<file path="src/rtl/game_state_manager.sv">
// Game state manager: score, lives, level and top-level game flow.
// Consumes per-frame hit pulses; drives HUD, level regeneration and invulnerability.
module game_state_manager #(
    parameter int INIT_LIVES        = 3,
    parameter int MAX_LIVES         = 5,
    parameter int SCORE_WIDTH       = 16,
    parameter int DIAMOND_POINTS    = 10,
    parameter int COVID_POINTS      = 5,
    parameter int INVULN_FRAMES     = 30,
    parameter int LEVEL_DONE_FRAMES = 60,
    parameter int NUM_LEVELS        = 3
) (
    input  logic                   clk,
    input  logic                   resetN,
    input  logic                   startOfFrame,
    input  logic                   start_key,
    input  logic                   SHP_bumpyDiamond,
    input  logic                   SHP_bumpyHeart,
    input  logic                   SHP_bumpyObstacle,
    input  logic                   SHP_bumpyCovid,
    input  logic                   SHP_bumpyFinishFlag,
    input  logic                   SHP_shootCovid,
    output logic [SCORE_WIDTH-1:0] score,
    output logic [2:0]             lives,
    output logic [1:0]             level,
    output logic [2:0]             game_state,
    output logic                   invulnerable,
    output logic                   level_restart
);

    localparam int SW1 = SCORE_WIDTH + 1;
    localparam int IW  = $clog2(INVULN_FRAMES + 1);
    localparam int DW  = $clog2(LEVEL_DONE_FRAMES + 1);

    typedef enum logic [2:0] {
        S_IDLE       = 3'd0,
        S_PLAY       = 3'd1,
        S_HIT        = 3'd2,
        S_LEVEL_DONE = 3'd3,
        S_GAME_OVER  = 3'd4,
        S_WIN        = 3'd5
    } state_t;

    state_t                 state_q, state_d;
    logic [SCORE_WIDTH-1:0] score_q, score_d;
    logic [2:0]             lives_q, lives_d;
    logic [1:0]             level_q, level_d;
    logic [IW-1:0]          inv_cnt_q, inv_cnt_d;
    logic [DW-1:0]          done_cnt_q, done_cnt_d;
    logic                   restart_q, restart_d;
    logic                   invuln_q, invuln_d;

    logic [SW1-1:0]         add;
    logic [SW1-1:0]         sum;
    logic [2:0]             lives_h;
    logic                   damage;

    // Shared arithmetic: saturating score add and heart-adjusted lives
    always_comb begin
        add = '0;
        if (SHP_bumpyDiamond) add = add + SW1'(DIAMOND_POINTS);
        if (SHP_shootCovid)   add = add + SW1'(COVID_POINTS);
        sum = {1'b0, score_q} + add;
        lives_h = lives_q;
        if (SHP_bumpyHeart && (lives_q < 3'(MAX_LIVES)))
            lives_h = lives_q + 3'd1;
        damage = SHP_bumpyObstacle | SHP_bumpyCovid;
    end

    // Next-state logic for the game flow
    always_comb begin
        state_d    = state_q;
        score_d    = score_q;
        lives_d    = lives_q;
        level_d    = level_q;
        inv_cnt_d  = inv_cnt_q;
        done_cnt_d = done_cnt_q;
        restart_d  = 1'b0;
        unique case (state_q)
            S_IDLE, S_GAME_OVER, S_WIN: begin
                if (start_key) begin
                    state_d    = S_PLAY;
                    score_d    = '0;
                    lives_d    = 3'(INIT_LIVES);
                    level_d    = '0;
                    inv_cnt_d  = '0;
                    done_cnt_d = '0;
                    restart_d  = 1'b1;
                end
            end
            S_PLAY, S_HIT: begin
                score_d = sum[SCORE_WIDTH] ? '1 : sum[SCORE_WIDTH-1:0];
                lives_d = lives_h;
                if (SHP_bumpyFinishFlag) begin
                    // finishing wins over damage and ends any immunity
                    state_d    = S_LEVEL_DONE;
                    done_cnt_d = DW'(LEVEL_DONE_FRAMES);
                    inv_cnt_d  = '0;
                end else if (state_q == S_PLAY && damage) begin
                    if (lives_h == 3'd1) begin
                        lives_d = 3'd0;
                        state_d = S_GAME_OVER;
                    end else begin
                        lives_d   = lives_h - 3'd1;
                        state_d   = S_HIT;
                        inv_cnt_d = IW'(INVULN_FRAMES);
                    end
                end else if (state_q == S_HIT && startOfFrame) begin
                    if (inv_cnt_q == IW'(1)) begin
                        state_d   = S_PLAY;
                        inv_cnt_d = '0;
                    end else begin
                        inv_cnt_d = inv_cnt_q - IW'(1);
                    end
                end
            end
            S_LEVEL_DONE: begin
                if (startOfFrame) begin
                    if (done_cnt_q == DW'(1)) begin
                        done_cnt_d = '0;
                        if (level_q == 2'(NUM_LEVELS - 1)) begin
                            state_d = S_WIN;
                        end else begin
                            level_d   = level_q + 2'd1;
                            state_d   = S_PLAY;
                            restart_d = 1'b1;
                        end
                    end else begin
                        done_cnt_d = done_cnt_q - DW'(1);
                    end
                end
            end
            default: state_d = S_IDLE;
        endcase
        invuln_d = (state_d == S_HIT);
    end

    // State and output registers
    always_ff @(posedge clk or negedge resetN) begin
        if (!resetN) begin
            state_q    <= S_IDLE;
            score_q    <= '0;
            lives_q    <= 3'(INIT_LIVES);
            level_q    <= '0;
            inv_cnt_q  <= '0;
            done_cnt_q <= '0;
            restart_q  <= 1'b0;
            invuln_q   <= 1'b0;
        end else begin
            state_q    <= state_d;
            score_q    <= score_d;
            lives_q    <= lives_d;
            level_q    <= level_d;
            inv_cnt_q  <= inv_cnt_d;
            done_cnt_q <= done_cnt_d;
            restart_q  <= restart_d;
            invuln_q   <= invuln_d;
        end
    end

    assign score         = score_q;
    assign lives         = lives_q;
    assign level         = level_q;
    assign game_state    = state_q;
    assign invulnerable  = invuln_q;
    assign level_restart = restart_q;

endmodule

</file>
<file path="config.mk">
export PLATFORM = sky130hd
export DESIGN_NAME = game_state_manager
export DESIGN_NICKNAME = d
export VERILOG_FILES = /design/src/rtl/game_state_manager.sv
export SDC_FILE = /design/constraint.sdc
export NUM_CORES = 1
export LEC_CHECK = 0
export BUFFER_PORTS_ARGS = -buffer_cell sky130_fd_sc_hd__buf_2
export CAP_MARGIN = 10
export CELL_PAD_IN_SITES_DETAIL_PLACEMENT = 1
export CELL_PAD_IN_SITES_GLOBAL_PLACEMENT = 2
export CORE_MARGIN = 2
export CORE_UTILIZATION = 39
export CTS_BUF_LIST = sky130_fd_sc_hd__clkbuf_2 sky130_fd_sc_hd__clkbuf_4 sky130_fd_sc_hd__clkbuf_8
export CTS_CLUSTER_SIZE = 20
export DETAILED_ROUTE_END_ITERATION = 16
export PLACE_DENSITY_LB_ADDON = 0.1
export SLEW_MARGIN = 5
export SYNTH_ARGS = -nofsm -noshare
export SYNTH_HDL_FRONTEND = slang
export SYNTH_SLANG_ARGS = --single-unit
</file>
<file path="constraint.sdc">
create_clock -name clk -period 7 [get_ports clk]
set_clock_uncertainty 0.2 [all_clocks]
set_input_delay 0.35 -clock clk [delete_from_list [all_inputs] [get_ports clk]]
set_output_delay 0.35 -clock clk [all_outputs]
set_load 0.05 [all_outputs]
</file>
Word-level counts from Yosys, hierarchy flattened:

Index checks and enable logic that the tools add are counted.

* output and inout bits: 26
* input port bits: 10
* logic and storage cells: 90
* register bits after elaboration: 37

* equality and inequality tests: 17
* bitwise operators: 1
* magnitude comparators: 1
* reductions and logical operators: 13
* add/sub/neg operators: 7
* multiplexer cells: 43

Operators with widths (number)
* 3-bit 2-to-1 mux: 14
* 16-bit 2-to-1 mux: 2
* 16-bit one-hot mux with 2 select lines: 1
* 5-bit 2-to-1 mux: 6
* 6-bit 2-to-1 mux: 4
* 6-bit one-hot mux with 3 select lines: 1
* 16-bit by 17-bit adder with 17-bit output: 1
* 17-bit by 3-bit adder with 17-bit output, second input constant: 1
* 17-bit 2-to-1 mux: 1
* 2-bit != test, second input constant: 5
* 5-bit one-hot mux with 2 select lines: 1
* 3-bit by 2-bit equality test with 1-bit output, second input constant: 3
* 3-bit one-hot mux with 3 select lines: 1
* 2-bit 2-to-1 mux: 4
* 4-bit != test, second input constant: 2
* 4-bit AND reduction: 2
* 3-bit by 1-bit equality test with 1-bit output, second input constant: 2
* 3-bit equality test, second input constant: 2
* 6-bit by 1-bit equality test with 1-bit output, second input constant: 1
* 3-bit one-hot mux with 2 select lines: 1
* 6-bit by 1-bit subtractor with 6-bit output, second input constant: 1
* 5-bit by 1-bit equality test with 1-bit output, second input constant: 1
* 5-bit AND reduction: 1
* 5-bit by 1-bit subtractor with 5-bit output, second input constant: 1
* 17 further kinds: 23

Logic depth before layout (Yosys ltp):

Gate-level depths: netlist of the first run.

* depth after elaboration: 9
* depth in mapped cells: 10
* mapped depth without buffers: 9

Least setup slack after synthesis of the first run:

No wires, ideal clock.

* kind: flip-flop to flip-flop
* from: register score_q[0] (netlist: score[0])
* to: register score_q[4] (netlist: score[4])
* required time: 6.701 ns
* period minus slack after synthesis: 2.716 ns
* cell stages (with the launch flop): 9
* library setup time: 0.099 ns
* buffers on the path: 1
* arrival time: 2.417 ns
* slack: 4.284 ns
* cell sequence: dfrtp_1 -> ha_1 -> inv_1 -> fa_1 -> nand2b_1 -> a211oi_2 -> nand3_1 -> buf_2 -> a311oi_1

* longest elaborated chain between the ends: 3

RTL lines
* from (decl): RTL line 45 `logic [SCORE_WIDTH-1:0] score_q, score_d;`
* from (signal assigned): RTL line 151 `score_q <= score_d;`
* 16-bit by 17-bit adder with 17-bit output: RTL line 63 `sum = {1'b0, score_q} + add;`
* 16-bit 2-to-1 mux: RTL line 92 `score_d = sum[SCORE_WIDTH] ? '1 : sum[SCORE_WIDTH-1:0];`
* 16-bit one-hot mux with 2 select lines: RTL line 79 `unique case (state_q)`

Every way passes these cells.
A chain may end at the register's enable or synchronous reset.

Worst setup path after layout of the first run:

* from: register state_q[1] (netlist: game_state[1])
* to: register score_q[9] (netlist: score[9])

* longest elaborated chain between the ends: 4
* elaborated cells between the ends (all ways): 11
* classes of those cells: 5 x eq/ne; 1 x mux; 5 x reduce/logical

RTL lines
* from (decl): RTL line 44 `state_t state_q, state_d;`
* from (signal assigned): RTL line 150 `state_q <= state_d;`
* 3-bit equality test, or another cell as far along: RTL line 79
* 3-bit OR reduction or 2-bit OR reduction (tied branches): RTL line 79
* 2-bit != test (no line) or 2-bit nonzero test (tied branches)
* 2-bit AND reduction (no line)

Several ways; a longest one is shown, not always the timed one.

==> metrics.cfg, run 1 <==
[route]
drcViolationCount=0
num_vias=2287
wire_per_inst_um=17.57
wirelength_um=6869
detailedRoute.firstIterationViolations=107
ant_nets=0
via_per_inst=5.849
firstDrtPassIters=4

[layout]
nNetsFinal=336
layout_common_cells=dfrtp_1, buf_2, o21ai_0
postLayoutCellArea_um2=2771
drive_gt1_share_pct=17.83
syn2layout_area_growth_pct=11.98
diodes=0
instances_no_fill=391

[global_route]
grt_pass1_vias=2385
grt_pass1_wl_um=12230
grt_usage_pct=21.38
overflow=0
antenna_found_initial=0
grt_max_degree=38

[logic_synthesis]
syn-num-nets=305
synth.area.top_cells=dfrtp_1, ha_1, o21ai_0
ys_seq_area_share_pct=37.51
synth_xor_area_share_pct=1.062
postSynthCellCount=282
synth_fa_ha_area_share_pct=6.876
synth_top_family_by_area=compound AO/OA/AOI/OAI gates
post_synth.cell_area_avg_um2=8.776
yosys.area.top_type=dfrtp_1
yosys-mux-area-fraction_pct=1.314
netlist_area_um2=2475
ys_types=59
async_flop_share_pct=100.0
yosys_warnings=0
synth_seq_cells=37
synthFlopType=dfrtp_1
synth_simple_gate_area_share_pct=21.64
synth-compound-area-share_pct=27.00
yosysTopAreaCellShare_pct=35.39
synth_enable_flop_cells=0

[sta]
drv_slew=0
setup_ws_ns=3.942
finalCriticalPeriod_ns=3.058
worstMarginPinSlew_ns=1.117
setup_viol=0
fmax_ghz=0.3270
hold_violations=18
rsz0062_at_grt=no
tns_ns=0
max_slew_margin_pct=25.24
holdWs_ns=-0.02998
fin_crit_sh_pct=43.68

[floorplanning]
ios=36
core_um2=6241
die_y_um=83.66
die_w_um=83.66
num_rows=29
dieArea_um2=6999
start_util_pct=39.66

[flow_run]
drv_cap=0

[critical_path]
worst-path-stages=5
crit_slowest_cell=nor2_1
r2r-end=score[9]
worstSetupEndpoint=score[9]
end_kind=flip-flop
crit_path_start_kind=flip-flop
crit_type=flip-flop to flip-flop
required_ns=6.99
cp_top_family=simple AND/OR/NAND/NOR gates
reg2reg_depth=5
critPathLaunch=game_state[1]
crit_arrival_ns=3.04
worstPathMaxFanout=17
reg2reg_from=game_state[1]
cpMostUsedCell=nor2_1
crit_chain=xnor2_1, nor2_1, nor2_1, a21o_1, a22o_1
crit_buf_inv=0
reg2reg_setup_slack_ns=3.94
critPathMaxStageDelay_ns=0.88

[cts]
htree_num_levels=2
clk_pin_slew_ns=0.08
numCtsBuffers=5
insertion_delay_ns=0.29
cts_root_buf=clkbuf_8
post_cts_buffers=0
clockBufferDepth=2
cts_hold_buf=0
numClockSinks=37
ctsResizeCount=0
cts_tree=done

[placement]
dp_slack_ns=4.007
port_buffers=35
hpwl_um=4955
gp_congestion=0.8059
dpl.cell_count=383
placed_cell_area_um2=2685

[pwr]
peakVddDrop_uv=178.6
p_total_w=0.001183
power_density_nw_per_um2=426.7
p_leak_nw=1.268

[outcome]
status=complete, but fails checks
violations=negative hold slack

[worst_hold_path]
holdCritPathClass=input pin to async pin

==> worst register-to-register path, delay by kind of cell (launching register included) <==
kind / cells / cell delay, ns
simple gates: 2 / 1.37
flops: 1 / 0.65
compound gates: 2 / 0.50
xor+xnor: 1 / 0.23
==> logic make-up after synthesis <==
kind of cell | Yosys count
xor gates and xnor gates | 3
buffers and inverters | 25
and+or+nand+nor | 101
muxes | 3
adders and majority gates | 13
AOI/OAI and AO/OA | 100
DFF | 37
==> cell usage after synthesis, types with 3 or more instances <==
cell type,instances
nor3b_1,3
o22ai_1,3
nor3_1,4
a21o_1,8
or4_1,3
a31oi_1,10
ha_1,12
buf_2,7
nor2b_1,5
nor2_1,19
dfrtp_1,35
o21ai_0,26
or3_1,4
nand3_1,15
a21oi_1,22
a22o_1,6
nand2b_1,7
o211ai_1,3
inv_1,14
nand2_1,23
==> layer usage <==
layer / up-vias / GRT usage [%] / part of all wire [%]
met5: - / 0 / 0
met4: 0 / 5.718 / 1.2
met3: 5 / 2.967 / 2.2
met2: 30 / 37.31 / 50
met1: 1147 / 27.77 / 47
li1: 1105 / - / -
==> where the power goes <==
group | internal, W | switching (W)
combinational | 0.000220 | 0.000434
clock | 0.0000730 | 0.0000813
sequential | 0.000287 | 0.0000877
==> registers in the layout, summed over array words and instances (netlist names) <==
| signal | cells |
|---|---|
| invulnerable | 1 |
| level_restart | 1 |
| lives | 3 |
| level | 2 |
| game_state | 3 |
| inv_cnt_q | 5 |
| score | 16 |
| done_cnt_q | 6 |
==> through the flow <==
| stage | hold WS, ns | util (%) |
|---|---|---|
| 6_report | -0.02998 | 44.41 |
| 5_1_grt | 0.04186 | 44.41 |
| 4_1_cts | 0.01411 | 44.41 |
| 3_5_place_dp | 0.3040 | 43.02 |
| 3_3_place_gp | 0.2960 | 43.02 |
| 2_1_floorplan | -0.1456 | - |
==> final cells by class <==
cell class,count,area [µm²]
fillers,780,3470
multi-input cells,220,1433
flip-flops and latches,37,928.4
repair buffers,35,175.2
well taps,77,96.34
clock buffers,6,76.32
inverters,14,52.55
clock inverters,2,10.01
==> how the worst min path moves through the flow <==
stage	endpoint	cells past startpoint
detailed placement	score[2]	1
CTS	inv_cnt_q[4]	1
global route	inv_cnt_q[1]	1
global placement	score[2]	1
floorplan	done_cnt_q[0]	0
finish	inv_cnt_q[4]	1
Power figures use the tool's default switching activity.
==> inputs of run 2 (changes only) <==
- CORE_UTILIZATION: 39 -> 36
- clock period: 7 -> 3.1 ns (I/O delays scaled with it)
==> run 2 against run 1 <==
  * The flow now finishes without violations
  * Core utilization down 1.9 points
  * Highest routed layer unchanged
  * Register-to-register slack worse by 3.6 ns
  * Critical path type unchanged
  * Clock power rose to 2.9 times the previous value
  * Critical path depth up 3
==> metrics.cfg, run 2 (synthesized netlist as in run 1, its figures left out) <==
[outcome]
status=finished, final reports clean

[floorplanning]
die_w_um=86.92
ios=36
die_y_um=86.92
start_util_pct=36.83
core_um2=6719
dieArea_um2=7554
num_rows=30

[cts]
cts_root_buf=clkbuf_8
numCtsBuffers=5
cts_tree=done
numClockSinks=37
insertion_delay_ns=0.29
ctsResizeCount=0
clockBufferDepth=2
htree_num_levels=2
post_cts_buffers=0
clk_pin_slew_ns=0.07

[layout]
diodes=0
fillers=809
multi_input_area_um2=1433
regArea_um2=928.4
syn2layout_area_growth_pct=15.42
drive_gt1_share_pct=19.06
largest_reg_flops=16
layout_common_cells=dfrtp_1, buf_2, o21ai_0
nNetsFinal=342

[worst_hold_path]
holdCritPathClass=input pin to flip-flop

[global_route]
grt_pass1_wl_um=11610
grt_max_degree=38
grt_pass1_vias=2361
overflow=0
antenna_found_initial=0
grt_usage_pct=19.53

[critical_path]
crit_slowest_cell=dfstp_2
crit_chain=ha_1, a32oi_1, ha_1, nor4bb_1, mux2i_1, a21boi_4, a211oi_1, o21bai_1
critPathMaxStageDelay_ns=0.60
worstPathMaxFanout=8
cpMostUsedCell=ha_1
crit_type=flip-flop to flip-flop
crit_arrival_ns=2.71
crit_path_start_kind=flip-flop
required_ns=3.08
end_kind=flip-flop

[placement]
port_buffers=35
gp_congestion=0.8075
dp_slack_ns=0.3593
hpwl_um=4895

[route]
wirelength_um=6805
drcViolationCount=0
detailedRoute.firstIterationViolations=77
via_per_inst=5.700
num_vias=2280
wire_per_inst_um=17.01
firstDrtPassIters=4
ant_nets=0

[sta]
setup_viol=0
tns_ns=0
finalCriticalPeriod_ns=2.734
worstMarginPinSlew_ns=0.8940
fin_crit_sh_pct=88.18
fmax_ghz=0.3658
hold_violations=0
rsz0062_at_grt=no
drv_slew=0
setup_ws_ns=0.3663
max_slew_margin_pct=40.40

[flow_run]
drv_cap=0

[pwr]
power_density_nw_per_um2=980.0
peakVddDrop_uv=327.8
p_leak_nw=1.310

## run 2: area by class of cell
type	instances	share of cell area (%)
inverters	14	1.840
well taps	80	3.504
clock inverters	1	1.051
repair buffers	41	7.797
clock buffers	7	3.154
multi-input cells	220	50.15
flip-flops and latches	37	32.50
## run 2: timing repair
action                                  4_1_cts  5_1_grt
endpoints found under the setup margin        0        0
hold buffers                                  1        0
hold endpoints to repair                     35        0
## run 2: metal layers
| metal | GRT usage [%] | part of all wire (%) |
|---|---|---|
| met2 | 31.58 | 47 |
| met4 | 5.824 | 1.1 |
| met3 | 3.412 | 2.6 |
| met1 | 26.76 | 49 |
| met5 | 0 | 0 |
## run 2: critical path: cells and delay by family (launching register included)
kind | cells | cell delay [ns]
AND/OR/NAND/NOR | 1 | 0.29
flip-flops | 1 | 0.60
AO/OA/AOI/OAI | 4 | 0.77
multiplexers | 1 | 0.23
adder cells (fa/ha/maj) | 2 | 0.52
## run 2: stage by stage
step	std cells	cell area [µm²]	hold slack, ns	power, W	util (%)
finish	400	2856	0.02601	0.002799	42.51
global route	400	2856	0.09819	0.003044	42.51
CTS	400	2856	0.01992	0.002833	42.51
detailed placement	391	2726	0.1525	0.002370	40.58
global placement	391	2726	0.1410	0.002337	40.58
floorplan	282	2475	-0.3406	0.001975	-
## run 2: path summary, 6_finish.rpt
check | start | endpoint | slack (ns) | cells past startpoint
max in group asynchronous | resetN | score[10] | 1.82 | 2
min reg2reg | score[3] | score[3] | 0.30 | 1
max | lives[0] | inv_cnt_q[1] | 0.37 | 8
min | start_key | game_state[2] | 0.03 | 4
max reg2reg | lives[0] | inv_cnt_q[1] | 0.37 | 8
min in group asynchronous | resetN | lives[2] | 0.33 | 2
## run 2: where the power goes
part / total [W] / internal [W] / switching [W]
registers: 0.000851 / 0.000649 / 0.000202
clock network: 0.000452 / 0.000271 / 0.000180
logic: 0.00150 / 0.000521 / 0.000976
total: 0.00280 / 0.00144 / 0.00136
==> inputs of run 3 (changes only) <==
--- a/config.mk
+++ b/config.mk
@@ -6,5 +6,5 @@
 export NUM_CORES = 1
 export LEC_CHECK = 0
-export BUFFER_PORTS_ARGS = -buffer_cell sky130_fd_sc_hd__buf_2
+export BUFFER_PORTS_ARGS = -buffer_cell sky130_fd_sc_hd__buf_4
 export CAP_MARGIN = 10
 export CELL_PAD_IN_SITES_DETAIL_PLACEMENT = 1
==> constraint.sdc (replaced) <==
create_clock -name clk -period 3.1 [get_ports clk]
set_clock_uncertainty 0.2 [all_clocks]
set_input_delay 0.465 -clock clk [delete_from_list [all_inputs] [get_ports clk]]
set_output_delay 0.465 -clock clk [all_outputs]
set_load 0.05 [all_outputs]
==> run 3 against run 2 <==
  * Core utilization increased by 1.2 points
  * Via count grew 0.75%
  * Sequential power hardly changed
  * Register-to-register slack got worse by 0.04 ns
  * First-iteration DRC count decreased by 12%
  * Largest cell class unchanged
  * Critical path type unchanged
  * Critical endpoint unchanged
  * Count of clock-buffer cells in the layout is the same
  * Largest power group unchanged
==> metrics.cfg, run 3 (synthesized netlist as in run 1, its figures left out) <==
[floorplanning]
die_y_um=86.92
dieArea_um2=7554
die_w_um=86.92
num_rows=30
start_util_pct=36.83
core_um2=6719
ios=36

[cts]
numClockSinks=37
htree_num_levels=2
cts_tree=done
numCtsBuffers=5
post_cts_buffers=0
cts_root_buf=clkbuf_8
ctsResizeCount=0
clk_pin_slew_ns=0.08
insertion_delay_ns=0.30
clockBufferDepth=2

[global_route]
overflow=0
grt_pass1_vias=2232
antenna_found_initial=0
grt_pass1_wl_um=11390
grt_usage_pct=19.06
grt_max_degree=38

[worst_hold_path]
min_to=score[3]
min-delay-start=score[3]
holdCritPathClass=flip-flop to flip-flop
hold_depth=1

[layout]
fillers=826
regArea_um2=928.4
diodes=0
multi_input_area_um2=1433
postLayoutCellArea_um2=2935
instances_no_fill=403
utilization_pct=43.69
drive_gt1_share_pct=19.81
nNetsFinal=345
layout_commonest_cell=buf_4
syn2layout_area_growth_pct=18.60
layout_common_cells=buf_4, dfrtp_1, o21ai_0
largest_reg_flops=16

[pwr]
p_switching_w=0.001355
seqPwrFrac_pct=30.8
clock_power_share_pct=12.9
switching_share_pct=48.93
power_density_nw_per_um2=943.3
p_int_w=0.001414
combPwrFrac_pct=56.4
p_leak_nw=1.330
peakVddDrop_uv=446.1

[flow_run]
drv_cap=0

[critical_path]
critPathLaunch=lives[0]
crit_slowest_cell=dfstp_2
r2r-end=inv_cnt_q[1]
crit_arrival_ns=2.75
reg2reg_from=lives[0]
reg2reg_depth=8
required_ns=3.08
crit_chain=ha_1, a32oi_1, ha_1, nor4bb_1, mux2i_1, a21boi_4, a211oi_1, o21bai_1
end_kind=flip-flop
worstPathMaxFanout=8
reg2reg_setup_slack_ns=0.33
crit_path_start_kind=flip-flop
critPathMaxStageDelay_ns=0.61
cpMostUsedCell=ha_1
crit_type=flip-flop to flip-flop

[placement]
dpl.cell_count=394
gp_congestion=0.8427
placed_cell_area_um2=2836
port_buffers=35
hpwl_um=4894
dp_slack_ns=0.3031

[sta]
finalCriticalPeriod_ns=2.771
setup_ws_ns=0.3292
fmax_ghz=0.3609
hold_violations=0
tns_ns=0
worstMarginPinSlew_ns=0.7077
fin_crit_sh_pct=89.38
drv_slew=0
setup_viol=0
rsz0062_at_grt=no
max_slew_margin_pct=52.74

[route]
detailedRoute.firstIterationViolations=68
wirelength_um=6701
firstDrtPassIters=4
num_vias=2297
via_per_inst=5.700
wire_per_inst_um=16.63
ant_nets=0
drcViolationCount=0

[outcome]
status=finished, final reports clean

## run 3: area by class of cell
class                           count  area share (%)
Inverter                           14           1.790
Clock buffer                        7           2.856
Tap cell                           80           3.410
Timing Repair Buffer               44           11.34
Sequential cell                    37           31.63
Clock inverter                      1          0.1705
Multi-Input combinational cell    220           48.81
## run 3: stage by stage
step | power, W | hold WS, ns
after floorplan | 0.001975 | -0.03059
after global placement | 0.002410 | 0.2781
after detailed placement | 0.002436 | 0.2774
after CTS | 0.002799 | 0.3330
after global routing | 0.003016 | 0.3471
final | 0.002769 | 0.3210
## run 3: worst max-delay path by stage
| stage | to | slack [ns] | depth (start not counted) |
|---|---|---|---|
| finish | inv_cnt_q[1] | 0.33 | 8 |
| CTS | inv_cnt_q[1] | 0.31 | 8 |
| global placement | score[10] | 0.39 | 9 |
| floorplan | score[4] | 0.38 | 8 |
| global route | inv_cnt_q[3] | 0.07 | 8 |
| detailed placement | score[10] | 0.30 | 9 |
## run 3: routing by layer
metal  GRT usage, %  vias to the layer above  routed length (µm)
met3          3.602                        5                 193
li1               -                     1125                   -
met1          26.68                     1133                3357
met2          30.60                       34                3081
met5              0                        -                   0
met4          4.261                        0                  68
## run 3: power by group through the flow
stage	Clock [W]	Sequential, W	Combinational [W]
finish	0.000356	0.000852	0.00156
global route	0.000384	0.000893	0.00174
CTS	0.000366	0.000853	0.00158
detailed placement	0	0.000860	0.00158
global placement	0	0.000856	0.00155
floorplan	0	0.00109	0.000885
## run 3: what timing repair did
item,in CTS,in global routing
endpoints found under the hold margin,35,0
endpoints found under the setup margin,0,0
hold buffers,1,0
## run 3: critical path, delay by kind of cell (launching register included)
kind | cells | cell delay, ns
AO/OA/AOI/OAI | 4 | 0.82
AND/OR/NAND/NOR | 1 | 0.29
multiplexers | 1 | 0.23
flip-flops | 1 | 0.61
adder cells (fa/ha/maj) | 2 | 0.53
